### config.mk
export PLATFORM = sky130hd
export DESIGN_NAME = iob_fifo_sync_asym_flat
export DESIGN_NICKNAME = d
export VERILOG_FILES = /design/src/rtl/iob_fifo_sync_asym_if.sv /design/src/rtl/iob_fifo_sync_asym.sv /design/src/flat_wrapper.sv
export SDC_FILE = /design/constraint.sdc
export NUM_CORES = 1
export LEC_CHECK = 0
export CORE_MARGIN = 1
export CORE_UTILIZATION = 35
export CTS_CLUSTER_DIAMETER = 100
export DETAILED_ROUTE_END_ITERATION = 8
export PLACE_DENSITY = 0.65
export SYNTH_ARGS = -nofsm -noshare
export SYNTH_HDL_FRONTEND = slang
export SYNTH_SLANG_ARGS = --single-unit
### constraint.sdc
create_clock -name clk -period 2.1 [get_ports clk]
set_input_delay 0.315 -clock clk [delete_from_list [all_inputs] [get_ports clk]]
set_output_delay 0.315 -clock clk [all_outputs]
set_load 0.05 [all_outputs]
### src/rtl/iob_fifo_sync_asym_if.sv
// rtl/iob_fifo_sync_asym_if.sv - write/read handshake bundle for iob_fifo_sync_asym
// master drives requests and data; slave is the FIFO side.
interface iob_fifo_sync_asym_if #(
  parameter int W_DATA_W = 32,
  parameter int R_DATA_W = 8,
  parameter int ADDR_W   = 4
);
  logic                w_en;
  logic [W_DATA_W-1:0] w_data;
  logic                w_full;
  logic                r_en;
  logic [R_DATA_W-1:0] r_data;
  logic                r_empty;
  logic [ADDR_W:0]     level;
  logic                almost_empty;
  logic                almost_full;
  logic                err_clr;
  logic                w_ovf;
  logic                r_udf;

  modport master (
    output w_en, w_data, r_en, err_clr,
    input  w_full, r_data, r_empty, level, almost_empty, almost_full, w_ovf, r_udf
  );

  modport slave (
    input  w_en, w_data, r_en, err_clr,
    output w_full, r_data, r_empty, level, almost_empty, almost_full, w_ovf, r_udf
  );
endinterface

### src/rtl/iob_fifo_sync_asym.sv
// rtl/iob_fifo_sync_asym.sv - single-clock FIFO with asymmetric write/read widths
// Sticky overflow/underflow flags are built only with IOB_FIFO_SYNC_ASYM_ERR_EN defined.
module iob_fifo_sync_asym #(
  parameter int W_DATA_W = 32,
  parameter int R_DATA_W = 8,
  parameter int ADDR_W   = 4,
  parameter int AE_THR   = 1,
  parameter int AF_THR   = 12
) (
  input logic                 clk,
  input logic                 rst,
  iob_fifo_sync_asym_if.slave fifo_if
);
  localparam int MIN_W   = (W_DATA_W < R_DATA_W) ? W_DATA_W : R_DATA_W;
  localparam int MAX_W   = (W_DATA_W > R_DATA_W) ? W_DATA_W : R_DATA_W;
  localparam int RATIO   = MAX_W / MIN_W;
  localparam int SIZE    = 2 ** ADDR_W;
  localparam int W_INCR  = (W_DATA_W > R_DATA_W) ? RATIO : 1;
  localparam int R_INCR  = (R_DATA_W > W_DATA_W) ? RATIO : 1;
  localparam int W_SHIFT = $clog2(W_INCR);
  localparam int R_SHIFT = $clog2(R_INCR);
  localparam int W_PTR_W = ADDR_W - W_SHIFT;
  localparam int R_PTR_W = ADDR_W - R_SHIFT;
  localparam int LVL_W   = ADDR_W + 1;

  localparam logic [LVL_W-1:0] SIZE_L   = LVL_W'(SIZE);
  localparam logic [LVL_W-1:0] W_INCR_L = LVL_W'(W_INCR);
  localparam logic [LVL_W-1:0] R_INCR_L = LVL_W'(R_INCR);
  localparam logic [LVL_W-1:0] AE_L     = LVL_W'(AE_THR);
  localparam logic [LVL_W-1:0] AF_L     = LVL_W'(AF_THR);

  // storage is kept in min-width units so either port can address it directly
  logic [MIN_W-1:0]    mem [SIZE];
  logic [W_PTR_W-1:0]  w_ptr;
  logic [R_PTR_W-1:0]  r_ptr;
  logic [ADDR_W-1:0]   w_base;
  logic [ADDR_W-1:0]   r_base;
  logic [LVL_W-1:0]    level_q;
  logic [LVL_W-1:0]    level_nxt;
  logic [R_DATA_W-1:0] r_data_q;
  logic                w_full;
  logic                r_empty;
  logic                w_en_int;
  logic                r_en_int;

  assign w_full   = level_q > (SIZE_L - W_INCR_L);
  assign r_empty  = level_q < R_INCR_L;
  assign w_en_int = fifo_if.w_en & ~w_full;
  assign r_en_int = fifo_if.r_en & ~r_empty;

  assign w_base = ADDR_W'(w_ptr) << W_SHIFT;
  assign r_base = ADDR_W'(r_ptr) << R_SHIFT;

  assign level_nxt = level_q
                   + (w_en_int ? W_INCR_L : '0)
                   - (r_en_int ? R_INCR_L : '0);

  // little-endian: unit i of a wide word sits at base + i
  always_ff @(posedge clk) begin
    if (w_en_int && !rst) begin
      for (int i = 0; i < W_INCR; i++) begin
        mem[w_base + ADDR_W'(i)] <= fifo_if.w_data[i*MIN_W +: MIN_W];
      end
    end
  end

  always_ff @(posedge clk) begin
    if (rst) begin
      w_ptr    <= '0;
      r_ptr    <= '0;
      level_q  <= '0;
      r_data_q <= '0;
    end else begin
      if (w_en_int) begin
        w_ptr <= w_ptr + W_PTR_W'(1);
      end
      if (r_en_int) begin
        r_ptr <= r_ptr + R_PTR_W'(1);
        for (int i = 0; i < R_INCR; i++) begin
          r_data_q[i*MIN_W +: MIN_W] <= mem[r_base + ADDR_W'(i)];
        end
      end
      level_q <= level_nxt;
    end
  end

`ifdef IOB_FIFO_SYNC_ASYM_ERR_EN
  logic w_ovf_q;
  logic r_udf_q;

  // a new error in the same cycle as err_clr keeps the flag set
  always_ff @(posedge clk) begin
    if (rst) begin
      w_ovf_q <= 1'b0;
      r_udf_q <= 1'b0;
    end else begin
      if (fifo_if.w_en && w_full) begin
        w_ovf_q <= 1'b1;
      end else if (fifo_if.err_clr) begin
        w_ovf_q <= 1'b0;
      end
      if (fifo_if.r_en && r_empty) begin
        r_udf_q <= 1'b1;
      end else if (fifo_if.err_clr) begin
        r_udf_q <= 1'b0;
      end
    end
  end

  assign fifo_if.w_ovf = w_ovf_q;
  assign fifo_if.r_udf = r_udf_q;
`else
  wire unused_err_clr = fifo_if.err_clr;

  assign fifo_if.w_ovf = 1'b0;
  assign fifo_if.r_udf = 1'b0;
`endif

  assign fifo_if.w_full       = w_full;
  assign fifo_if.r_empty      = r_empty;
  assign fifo_if.r_data       = r_data_q;
  assign fifo_if.level        = level_q;
  assign fifo_if.almost_empty = level_q <= AE_L;
  assign fifo_if.almost_full  = level_q >= AF_L;
endmodule

### src/flat_wrapper.sv
// flat-port wrapper written by rule: the top's interface ports become plain ports
module iob_fifo_sync_asym_flat 
#(
  parameter int W_DATA_W = 32,
  parameter int R_DATA_W = 8,
  parameter int ADDR_W   = 4,
  parameter int AE_THR   = 1,
  parameter int AF_THR   = 12
)
  (clk, rst, fifo_if_w_en, fifo_if_w_data, fifo_if_r_en, fifo_if_err_clr, fifo_if_w_full, fifo_if_r_data, fifo_if_r_empty, fifo_if_level, fifo_if_almost_empty, fifo_if_almost_full, fifo_if_w_ovf, fifo_if_r_udf);
  iob_fifo_sync_asym_if #(.W_DATA_W(W_DATA_W), .R_DATA_W(R_DATA_W), .ADDR_W(ADDR_W)) fifo_if_i ();
  input logic clk;
  input logic rst;
  input wire logic [$bits(fifo_if_i.w_en)-1:0] fifo_if_w_en;
  input wire logic [$bits(fifo_if_i.w_data)-1:0] fifo_if_w_data;
  input wire logic [$bits(fifo_if_i.r_en)-1:0] fifo_if_r_en;
  input wire logic [$bits(fifo_if_i.err_clr)-1:0] fifo_if_err_clr;
  output wire logic [$bits(fifo_if_i.w_full)-1:0] fifo_if_w_full;
  output wire logic [$bits(fifo_if_i.r_data)-1:0] fifo_if_r_data;
  output wire logic [$bits(fifo_if_i.r_empty)-1:0] fifo_if_r_empty;
  output wire logic [$bits(fifo_if_i.level)-1:0] fifo_if_level;
  output wire logic [$bits(fifo_if_i.almost_empty)-1:0] fifo_if_almost_empty;
  output wire logic [$bits(fifo_if_i.almost_full)-1:0] fifo_if_almost_full;
  output wire logic [$bits(fifo_if_i.w_ovf)-1:0] fifo_if_w_ovf;
  output wire logic [$bits(fifo_if_i.r_udf)-1:0] fifo_if_r_udf;
  assign fifo_if_i.w_en = fifo_if_w_en;
  assign fifo_if_i.w_data = fifo_if_w_data;
  assign fifo_if_i.r_en = fifo_if_r_en;
  assign fifo_if_i.err_clr = fifo_if_err_clr;
  assign fifo_if_w_full = fifo_if_i.w_full;
  assign fifo_if_r_data = fifo_if_i.r_data;
  assign fifo_if_r_empty = fifo_if_i.r_empty;
  assign fifo_if_level = fifo_if_i.level;
  assign fifo_if_almost_empty = fifo_if_i.almost_empty;
  assign fifo_if_almost_full = fifo_if_i.almost_full;
  assign fifo_if_w_ovf = fifo_if_i.w_ovf;
  assign fifo_if_r_udf = fifo_if_i.r_udf;
  iob_fifo_sync_asym #(.W_DATA_W(W_DATA_W), .R_DATA_W(R_DATA_W), .ADDR_W(ADDR_W), .AE_THR(AE_THR), .AF_THR(AF_THR)) u_core (.clk(clk), .rst(rst), .fifo_if(fifo_if_i));
endmodule
==> results.ini <==
[floorplan]
start_util=0.3626
rows=46
coreArea_mm2=0.01606
ios=56
die_x_um=131.0
fp.dieH_um=131.0
die-area_mm2=0.01716

[synth]
yosysTopAreaCellShare=0.6601
ys_seq_area_frac=0.7254
synth-compound-area-share=0.03524
syn_area_mm2=0.005823
synthCells=296
ys_top_cells_by_area=edfxtp_1, mux4_2, dfxtp_1, mux2i_1, ha_1
synth_top_family_by_area=multiplexers
yosys.area_share.adder=0.03137
synthDistinctLibCells=30
async_reset_ff_frac=0
synth_edf_count=128
yosys.area.top_type=edfxtp_1
synth-simple-area-share=0.01848
synth_xor_area_frac=0.009024
synth_mux_area_frac=0.1547
avgSynthCellArea_um2=19.67
synth_seq_cells=147
ys.flop_type=edfxtp_1
yosysWarnings=0

[grt]
grt_usage=0.1417
antenna_found_initial=0
grt_pass1_wl_um=17230
grt_overflow=0
grt_pass1_vias=3220
grt_max_degree=35

[timing]
fmax_ghz=0.4912
rsz0062_at_grt=yes
setup_viol=0
final_hold_viol_count=0
drv_slew=0
max_slew_margin=0.6648
period_needed_ns=2.036
post-route-period-util=0.9694
fin_skew_ns=0.009081
worst_hold_slack_ns=0.4861
tns_ns=0
tightest_slew_ns=0.5013

[layout]
multi_input_area_mm2=0.001484
fin_area_mm2=0.007510
nNetsFinal=431
seqCellArea_mm2=0.004237
antenna_cells=0
drive_gt1_frac=0.2774
syn2layout_area_growth_pct=28.96
fill_cells=1330
fin_cells=609

[clock_network]
ctsHtreeMaxLevel=4
cts-root-buf=clkbuf_16
clk_pin_slew_worst_paths_ns=0.06
clkSinkCount=147
cts_tree=yes
clk_latency_ns=0.41
cts_buffers=17
clk_path_buf_depth=2

[place]
place_congestion=0.7809
dp.cells=574
io_buffer_count=52
dpl_cell_area_mm2=0.006825
hpwl_um=7051

[min_path]
hp-class=reg2reg

[power]
ir_drop_mv=0.7157
finalPower_mw=9.527
p_per_area_mw_per_mm2=1269
p_leak_nw=2.510

[detailed_routing]
vias=2992
drt-pass1-iter-count=4
routed_via_density=4.913
wl_per_cell_um=17.77
drc=0
drtIter0Drc=157
drt-total-wl_um=10820
drtAntennaViolNets=0

[outcome]
status=complete, no violations

[worst_setup_path]
cp.required_ns=1.78
crit_type=reg2out
crit_fanout=5
critPathCaptureType=output port
start_kind=flop
arrival_ns=1.72

[flow_run]
drv_cap=0

[path summary, 6_finish.rpt]
check	from	endpoint	slack, ns	cells after the start
hold / removal	u_core.fifo_if.r_data[5]$_SDFFE_PP0P_	u_core.fifo_if.r_data[5]$_SDFFE_PP0P_	0.49	1
setup reg to reg	u_core.fifo_if.level[4]$_SDFF_PP0_	u_core.fifo_if.level[4]$_SDFF_PP0_	0.08	11
hold reg to reg	u_core.fifo_if.r_data[5]$_SDFFE_PP0P_	u_core.fifo_if.r_data[5]$_SDFFE_PP0P_	0.49	1
setup / recovery	u_core.fifo_if.level[3]$_SDFF_PP0_	fifo_if_almost_empty	0.06	7
[synth_stat cells (6+ instances only)]
cell and instances:
mux4_2 32, edfxtp_1 128, inv_1 12, nor2_1 13, o22ai_1 8, a31o_1 8
buf_2 6, mux2i_1 18, dfxtp_1 19, ha_1 13
[cells by family (layout without fill, tap and decap cells)]
kind of cell    Yosys count  after routing
xor+xnor                  6              6
compound gates           28             28
simple gates             23             23
other cells               1              2
buf+inv                  27            123
flops                   147            147
mux                      50             50
fa+ha+maj                14             14
[per-layer routing]
metal  part of all wire  vias up  global-route usage  wire length [µm]
li1                   -     1357                   -                 -
met1               0.43     1553              0.1718              4631
met2               0.52       72              0.2393              5637
met3              0.041       10             0.04682               448
met4             0.0098        0             0.04462               106
met5                  0        -                   0                 0
[repair_timing]
action | in CTS | in global routing
pin swaps | 0 | 4
resized for setup | 2 | 4
hold buffers | 0 | 0
setup endpoints to repair | 1 | 23
buffers inserted | 1 | 2
[worst max-delay path, stage by stage (launching register included)]
cell	delay, ns
dfxtp_4	0.36
inv_4	0.06
ha_1	0.13
o31a_1	0.19
buf_6	0.13
nor2_4	0.04
a41o_1	0.24
buf_12	0.16
[power breakdown]
group / switching, mW / internal, mW / leakage (nW)
logic: 1.45 / 1.21 / 0.885
clock network: 1.08 / 2.16 / 0.308
registers: 0.151 / 3.48 / 1.32
total: 2.68 / 6.85 / 2.51
[placed cells by master, fill, tap and decap left out, types with 3 or more instances in the layout]
cell type and count:
bufinv_16 5, mux4_2 32, buf_4 20, mux2i_1 18, a31o_1 8, clkdlybuf4s50_1 48, dfxtp_2 4, o211ai_1 4
clkbuf_1 3, dfxtp_1 13, xnor2_1 3, and2_2 4, inv_1 8, xor2_1 3, buf_12 9, edfxtp_1 128
clkbuf_16 17, nor2_1 11, o22ai_1 8, ha_1 13
[area by class of cell]
class | instances | share of cell area
clock buffer | 22 | 0.06181
clock inverter | 10 | 0.02383
inverter | 13 | 0.007164
multi-input combinational | 123 | 0.1976
sequential | 147 | 0.5641
tap | 216 | 0.03599
timing repair buffer | 78 | 0.1095
[metrics by stage]
stage	util	setup WS (ns)
global placement	0.4250	0.003771
floorplan	-	-0.1326
global route	0.4677	-0.02081
detailed placement	0.4250	-0.02737
CTS	0.4661	0.01418
finish	0.4677	0.06425
[registers in the layout, indices dropped and copies added (netlist names)]
name                   flops
u_core.fifo_if.r_data      8
u_core.fifo_if.level       5
u_core.r_base              4
u_core.w_ptr               2
u_core.mem               128
Note: power is estimated with default switching activity, not from simulation.
